<file path="config.mk">
export PLATFORM = sky130hd
export DESIGN_NAME = seq_detector_param
export DESIGN_NICKNAME = d
export VERILOG_FILES = /design/src/rtl/seq_detector_param.sv
export SDC_FILE = /design/constraint.sdc
export NUM_CORES = 1
export LEC_CHECK = 0
export ABC_AREA = 1
export BUFFER_PORTS_ARGS = -buffer_cell sky130_fd_sc_hd__buf_4
export CORE_MARGIN = 2
export CORE_UTILIZATION = 40
export CTS_CLUSTER_SIZE = 14
export DETAILED_ROUTE_END_ITERATION = 6
export PLACE_DENSITY_LB_ADDON = 0.05
export SYNTH_ARGS = -nofsm -noshare
export SYNTH_HDL_FRONTEND = slang
export SYNTH_SLANG_ARGS = --single-unit
</file>
<file path="constraint.sdc">
create_clock -name clk_i -period 1.6 [get_ports clk_i]
set_input_delay 0.32 -clock clk_i [delete_from_list [all_inputs] [get_ports clk_i]]
set_output_delay 0.32 -clock clk_i [all_outputs]
set_load 0.01 [all_outputs]
</file>
<file path="src/rtl/seq_detector_param.sv">
// Serial pattern detector: one-cycle match pulse, overlap option, saturating match counter.
// Optional build macro SEQ_DET_MASK_EN adds mask_i, a per-position don't-care mask.
module seq_detector_param #(
  parameter int                 PAT_LEN = 4,
  parameter logic [PAT_LEN-1:0] PATTERN = 4'b1011,
  parameter bit                 OVERLAP = 1'b1,
  parameter int                 CNT_W   = 3
) (
  input  logic                           clk_i,
  input  logic                           reset_ni,
  input  logic                           en_i,
  input  logic                           in_i,
`ifdef SEQ_DET_MASK_EN
  input  logic [PAT_LEN-1:0]             mask_i,
`endif
  input  logic                           clr_i,
  output logic                           match_o,
  output logic [$clog2(PAT_LEN+1)-1:0]   progress_o,
  output logic [CNT_W-1:0]               count_o,
  output logic                           sat_o
);

  localparam int               FW   = $clog2(PAT_LEN + 1);
  localparam logic [FW-1:0]    FULL = FW'(PAT_LEN);
  localparam logic [FW-1:0]    NEAR = FW'(PAT_LEN - 1);
  localparam logic [CNT_W-1:0] CMAX = {CNT_W{1'b1}};
  localparam logic [0:0]       ST_FILL  = 1'b0;
  localparam logic [0:0]       ST_ARMED = 1'b1;

  logic [PAT_LEN-1:0] hist_r;
  logic [PAT_LEN-1:0] hist_next_s;
  logic [PAT_LEN-1:0] care_s;
  logic [FW-1:0]      fill_r;
  logic [FW-1:0]      fill_next_s;
  logic [0:0]         state_r;
  logic [0:0]         state_next_s;
  logic [CNT_W-1:0]   count_r;
  logic [CNT_W-1:0]   count_next_s;
  logic               match_r;
  logic               sat_r;
  logic               hit_s;

  // Next-sample compare and the fill/state/counter updates it implies.
  always_comb begin
`ifdef SEQ_DET_MASK_EN
    care_s = ~mask_i;
`else
    care_s = {PAT_LEN{1'b1}};
`endif
    hist_next_s  = {hist_r[PAT_LEN-2:0], in_i};
    hit_s        = (fill_r >= NEAR) &&
                   (((hist_next_s ^ PATTERN) & care_s) == {PAT_LEN{1'b0}});
    fill_next_s  = fill_r;
    state_next_s = state_r;
    count_next_s = count_r;
    if (hit_s) begin
      if (OVERLAP) begin
        fill_next_s  = FULL;
        state_next_s = ST_ARMED;
      end else begin
        fill_next_s  = {FW{1'b0}};
        state_next_s = ST_FILL;
      end
      if (count_r == CMAX) begin
        count_next_s = count_r;
      end else begin
        count_next_s = count_r + CNT_W'(1);
      end
    end else begin
      // Once armed the window stays full; otherwise it grows by one sample.
      if (state_r == ST_ARMED) begin
        fill_next_s = FULL;
      end else begin
        fill_next_s = fill_r + FW'(1);
      end
      if (fill_next_s == FULL) begin
        state_next_s = ST_ARMED;
      end else begin
        state_next_s = ST_FILL;
      end
    end
  end

  // State registers: reset, then clear, then enabled sample, else hold.
  always_ff @(posedge clk_i or negedge reset_ni) begin
    if (!reset_ni) begin
      hist_r  <= {PAT_LEN{1'b0}};
      fill_r  <= {FW{1'b0}};
      state_r <= ST_FILL;
      count_r <= {CNT_W{1'b0}};
      match_r <= 1'b0;
      sat_r   <= 1'b0;
    end else if (clr_i) begin
      hist_r  <= {PAT_LEN{1'b0}};
      fill_r  <= {FW{1'b0}};
      state_r <= ST_FILL;
      count_r <= {CNT_W{1'b0}};
      match_r <= 1'b0;
      sat_r   <= 1'b0;
    end else if (en_i) begin
      hist_r  <= hist_next_s;
      fill_r  <= fill_next_s;
      state_r <= state_next_s;
      count_r <= count_next_s;
      match_r <= hit_s;
      sat_r   <= (count_next_s == CMAX);
    end else begin
      match_r <= 1'b0;
    end
  end

  assign match_o    = match_r;
  assign progress_o = fill_r;
  assign count_o    = count_r;
  assign sat_o      = sat_r;

endmodule
</file>
Yosys cells after proc, flatten, opt, wreduce, memory -nomap -nowiden:

Index checks and enable logic that the tools add are counted.

* add/sub/neg operators: 2
* magnitude comparators: 1
* eq/ne operators: 3
* multiplexer cells: 19
* bitwise operators: 1
* reductions and logical operators: 3

Operators by type and width (number)
* 3-bit two-way mux: 11
* 3-bit == test (second input constant): 3
* 1-bit two-way mux: 8
* 3-bit by 1-bit adder with 3-bit output (second input constant): 2
* 4-bit zero test: 1
* 3-bit by 2-bit greater-or-equal comparator with 1-bit output (second input constant): 1
* 3-bit inverter: 1
* 2-bit nonzero test: 1
* 1-bit logical AND: 1

* register bits: 12
* input port bits: 5
* output and inout port bits: 8
* logic and storage cells: 35

Depth between registers and ports, before layout:

* word-level depth: 9
* depth in mapped cells: 10
* mapped depth without buffers: 10

Worst setup path before layout:

Ideal clock, no wire load.

* path kind: register to register
* from: register fill_r[0], in the netlist progress_o[0]
* to: register sat_r, in the netlist sat_o
* setup time: 0.116 ns
* data arrival time: 1.343 ns
* data required time: 1.484 ns
* setup slack: 0.140 ns
* stages on the path, launching flop included: 11
* path buffers: 0
* clock period less this slack: 1.460 ns
* cells stage by stage: dfrtp_1 > ha_1 > ha_1 > nor2_1 > nand2_2 > nand2_4 > nand2_1 > nand2_1 > nor2_1 > nand2_1 > nand2_1

* word-level cells in the longest chain between the ends: 6

Ends and longest elaborated chain
* start: declaration: RTL line 33 `logic [FW-1:0] fill_r;`
* start signal: assignment: RTL line 88 `fill_r <= {FW{1'b0}};`
* start signal: assignment: RTL line 95 `fill_r <= {FW{1'b0}};`
* start signal: assignment: RTL line 102 `fill_r <= fill_next_s;`
* 3-bit by 2-bit greater-or-equal comparator with 1-bit output: RTL line 51 `hit_s = (fill_r >= NEAR) &&`
* 1-bit logical AND: RTL line 51
* 3-bit two-way mux: RTL line 56 `if (hit_s) begin`
* 3-bit == test: RTL line 106 `sat_r <= (count_next_s == CMAX);`
* 1-bit two-way mux: RTL line 100 `end else if (en_i) begin`
* 1-bit two-way mux: RTL line 93 `end else if (clr_i) begin`
* end signal: assignment: RTL line 106
* end: declaration: RTL line 40 `logic sat_r;`

No other way between the ends. The select of a mux whose other input is x is not followed.
A chain may end at the register's enable or synchronous reset.

Worst setup path after layout:

Same ends and word-level chain as after synthesis.

==> results.py <==
metrics = {
    "run_status": {
        "outcome": "finished, final reports clean",
    },
    "yosys": {
        "synthTopCellsByCount": "21 x sky130_fd_sc_hd__nand2_1, 12 x sky130_fd_sc_hd__dfrtp_1, 11 x sky130_fd_sc_hd__inv_1",
        "synth-main-ff-cell": "sky130_fd_sc_hd__dfrtp_1",
        "synth-warning-count": 0,
        "seq_area_frac_synth": 0.4589,
        "avgSynthCellArea_sq_um": 7.980,
        "synth_largest_area_cell": "sky130_fd_sc_hd__dfrtp_1",
        "yosys.area.top_type_share": 0.4589,
        "synth-edff-count": 0,
        "asyncSetResetFlopFracSynth": 1.000,
        "synthesized_netlist_cell_count": 82,
        "postSynthNetCount": 90,
        "ys_seq_elements": 12,
        "synth.lib_cells_used.distinct": 16,
        "synth_area_sq_um": 654.4,
        "synth_top_cells_by_area": "sky130_fd_sc_hd__dfrtp_1 46%, sky130_fd_sc_hd__nand2_1 12%, sky130_fd_sc_hd__inv_1 6.3%",
        "synthMostInstantiatedCell": "sky130_fd_sc_hd__nand2_1",
    },
    "final_layout": {
        "final_cell_count_no_fill": 120,
        "p_r_area_growth_vs_syn_pct": 30.40,
        "num-fill-cells": 160,
        "num-nets-final": 113,
        "drive_gt1_frac": 0.2981,
        "antenna-diode-count": 0,
    },
    "critical_path": {
        "worst_r2r_endpoint": "sat_o",
        "worst-endpoint-arrival_ps": 1720,
        "cp-start-kind": "flop",
        "critical_path.endpoint_type": "flop",
        "timing.rr.start": "progress_o[0]",
        "worst-r2r-cell-count": 10,
        "critical_path_required_ps": 1760,
        "worstSetupPathType": "flop to flop",
        "timing.reg2reg.setup_slack_ps": 40,
        "worst-path-max-fanout": 8,
    },
    "job": {
        "drv_cap": 0,
    },
    "clock_tree": {
        "clock_pin_slew_on_the_worst_setup_and_hold_paths_ps": 90,
        "clock_sink_count": 12,
        "clk_root_buffer_cell": "sky130_fd_sc_hd__clkbuf_4",
        "ctsLongestPathBuffers": 2,
        "clock_tree.htree_level_count": 1,
        "cts_inserted_buffers": 3,
        "clock_tree_from_tritoncts": "built",
        "insertion_delay_ps": 280,
    },
    "timing": {
        "period_share": 0.9728,
        "hold_viol": 0,
        "fmax_mhz": 642.4,
        "timing.max_slew.rel_slack": 0.8162,
        "setup_viol": 0,
        "fin_skew_ps": 10.13,
        "fin_setup_tns_ps": 0,
        "fin_hold_ws_ps": 212.2,
        "slew_violations": 0,
        "smallest_setup_slack_after_layout_ps": 43.45,
        "period_minus_slack_ps": 1557,
        "tightest_slew_ps": 275.4,
    },
    "global_route": {
        "overflow_left_after_global_routing": 0,
        "track_usage": 0.1553,
        "number_of_antenna_violations_at_the_first_check_in_global_routing": 0,
        "number_of_global_route_vias_before_repair": 510,
        "grt_pass1_wl_microns": 2159,
        "maximum_number_of_pins_on_one_net_before_global_route_repair": 13,
    },
    "detailed_routing": {
        "drt_first_iter_violations": 8,
        "via_count": 598,
        "met3_wirelength_microns": 66,
        "post_drt_via_cell_ratio": 4.983,
        "met2_length_microns": 694,
        "drt-wirelength-per-cell_microns": 12.19,
        "postRouteWirelength_microns": 1463,
        "drt-pass1-iter-count": 4,
        "wl_met1_microns": 676,
        "highest_layer": "met4",
        "final_antenna_net_count": 0,
        "drt_drc_violations_left": 0,
    },
    "floorplan": {
        "initial_utilization": 0.4294,
        "floorplan_die_area_sq_mm": 0.001975,
        "ioPinCount": 13,
        "placement_rows": 14,
        "floorplan.core_area_sq_mm": 0.001524,
        "die-width_microns": 44.45,
        "chipHeight_microns": 44.45,
    },
    "min_path": {
        "whs_endpoint": "count_o[2]",
        "hp-start": "clr_i",
        "hold-path-cell-count": 2,
        "hold_class": "input port to flop",
    },
    "place": {
        "post_placement_worst_setup_slack_ps": 87.38,
        "io_buffers": 12,
        "dp_hpwl_microns": 997.9,
        "numPlacedInstances": 112,
        "gp_congestion": 0.7790,
    },
    "power": {
        "power_density_mw_per_mm2": 747.1,
        "max-vdd-ir-drop_uv": 437.3,
        "power_mw": 0.6375,
        "p_leak_nw": 0.4772,
    },
}
## through the flow
stage | util | cell area [sq um]
detailed placement | 0.5115 | 779.5
global placement | 0.5115 | 779.5
floorplan | - | 654.4
finish | 0.5599 | 853.3
global route | 0.5599 | 853.3
CTS | 0.5419 | 825.8
## cells in the final DEF (no fill, tap or decap), drive strengths merged
| cell type | netlist | final |
|---|---|---|
| buf | 0 | 17 |
| nand2 | 25 | 25 |
| dlygate4sd3 | 0 | 1 |
| ha | 3 | 3 |
| nor2 | 10 | 10 |
| nor3 | 1 | 1 |
| o22ai | 3 | 3 |
| dfrtp | 12 | 12 |
| o21ai | 6 | 6 |
| nand3 | 7 | 7 |
| o21a | 1 | 1 |
| inv | 13 | 13 |
| clkbuf | 0 | 4 |
| nand4 | 1 | 1 |
## cell type report
cell class,count,area (sq um),share of cell area
well taps,16,20.02,0.02346
clock buffers,4,36.28,0.04252
repair buffers,18,137.6,0.1613
multi-input cells,57,310.3,0.3636
inverters,13,48.80,0.05718
flip-flops and latches,12,300.3,0.3519
## worst max path at each step
stage                              from  endpoint  slack, ps  depth (start not counted)
after detailed placement  progress_o[1]     sat_o         90                         10
after floorplan           progress_o[0]     sat_o        140                         10
after CTS                 progress_o[1]     sat_o         60                         10
final                     progress_o[0]     sat_o         40                         10
after global placement    progress_o[1]     sat_o        110                         10
after global routing      progress_o[1]     sat_o        -20                         10
## kinds of logic after synthesis
| group | count (synthesis) | synth area share |
|---|---|---|
| compound gates | 10 | 0.08605 |
| fa+ha+maj | 3 | 0.05737 |
| buf+inv | 13 | 0.07457 |
| flops | 12 | 0.4589 |
| simple gates | 44 | 0.3231 |
## metal layers
metal	up-vias	track usage
met2	18	0.2294
met3	4	0.02449
met1	270	0.2061
li1	306	-
met5	-	0
met4	0	0.1091
## registers in the layout, summed over array words and instances (netlist names)
signal and count:
count_o 3, hist_r 3, progress_o 3, match_o 1, sat_o 1, state_r 1
## timing repair
| action | in CTS | in global routing |
|---|---|---|
| endpoints found under the setup margin | 0 | 1 |
| hold endpoints to repair | 12 | 0 |
| resized for setup | 0 | 2 |
| hold buffers | 1 | 0 |
| setup buffers | 0 | 3 |
## power breakdown
part / leakage [nW] / switching [mW] / internal, mW / total [mW]
Sequential: 0.165 / 0.00594 / 0.310 / 0.316
Combinational: 0.291 / 0.0434 / 0.0328 / 0.0762
Clock: 0.0210 / 0.107 / 0.138 / 0.245
Total: 0.477 / 0.156 / 0.482 / 0.638
## critical path, stage by stage, from the launching register on
cell and delay, ps:
sky130_fd_sc_hd__dfrtp_1 410, sky130_fd_sc_hd__ha_1 220, sky130_fd_sc_hd__ha_1 190, sky130_fd_sc_hd__nor2_2 120, sky130_fd_sc_hd__nand2_2 100, sky130_fd_sc_hd__nand2_4 110
sky130_fd_sc_hd__nand2_1 70, sky130_fd_sc_hd__nand2_1 100, sky130_fd_sc_hd__nor2_1 50, sky130_fd_sc_hd__nand2_1 50, sky130_fd_sc_hd__nand2_1 40
(Power assumes the default switching activity.)
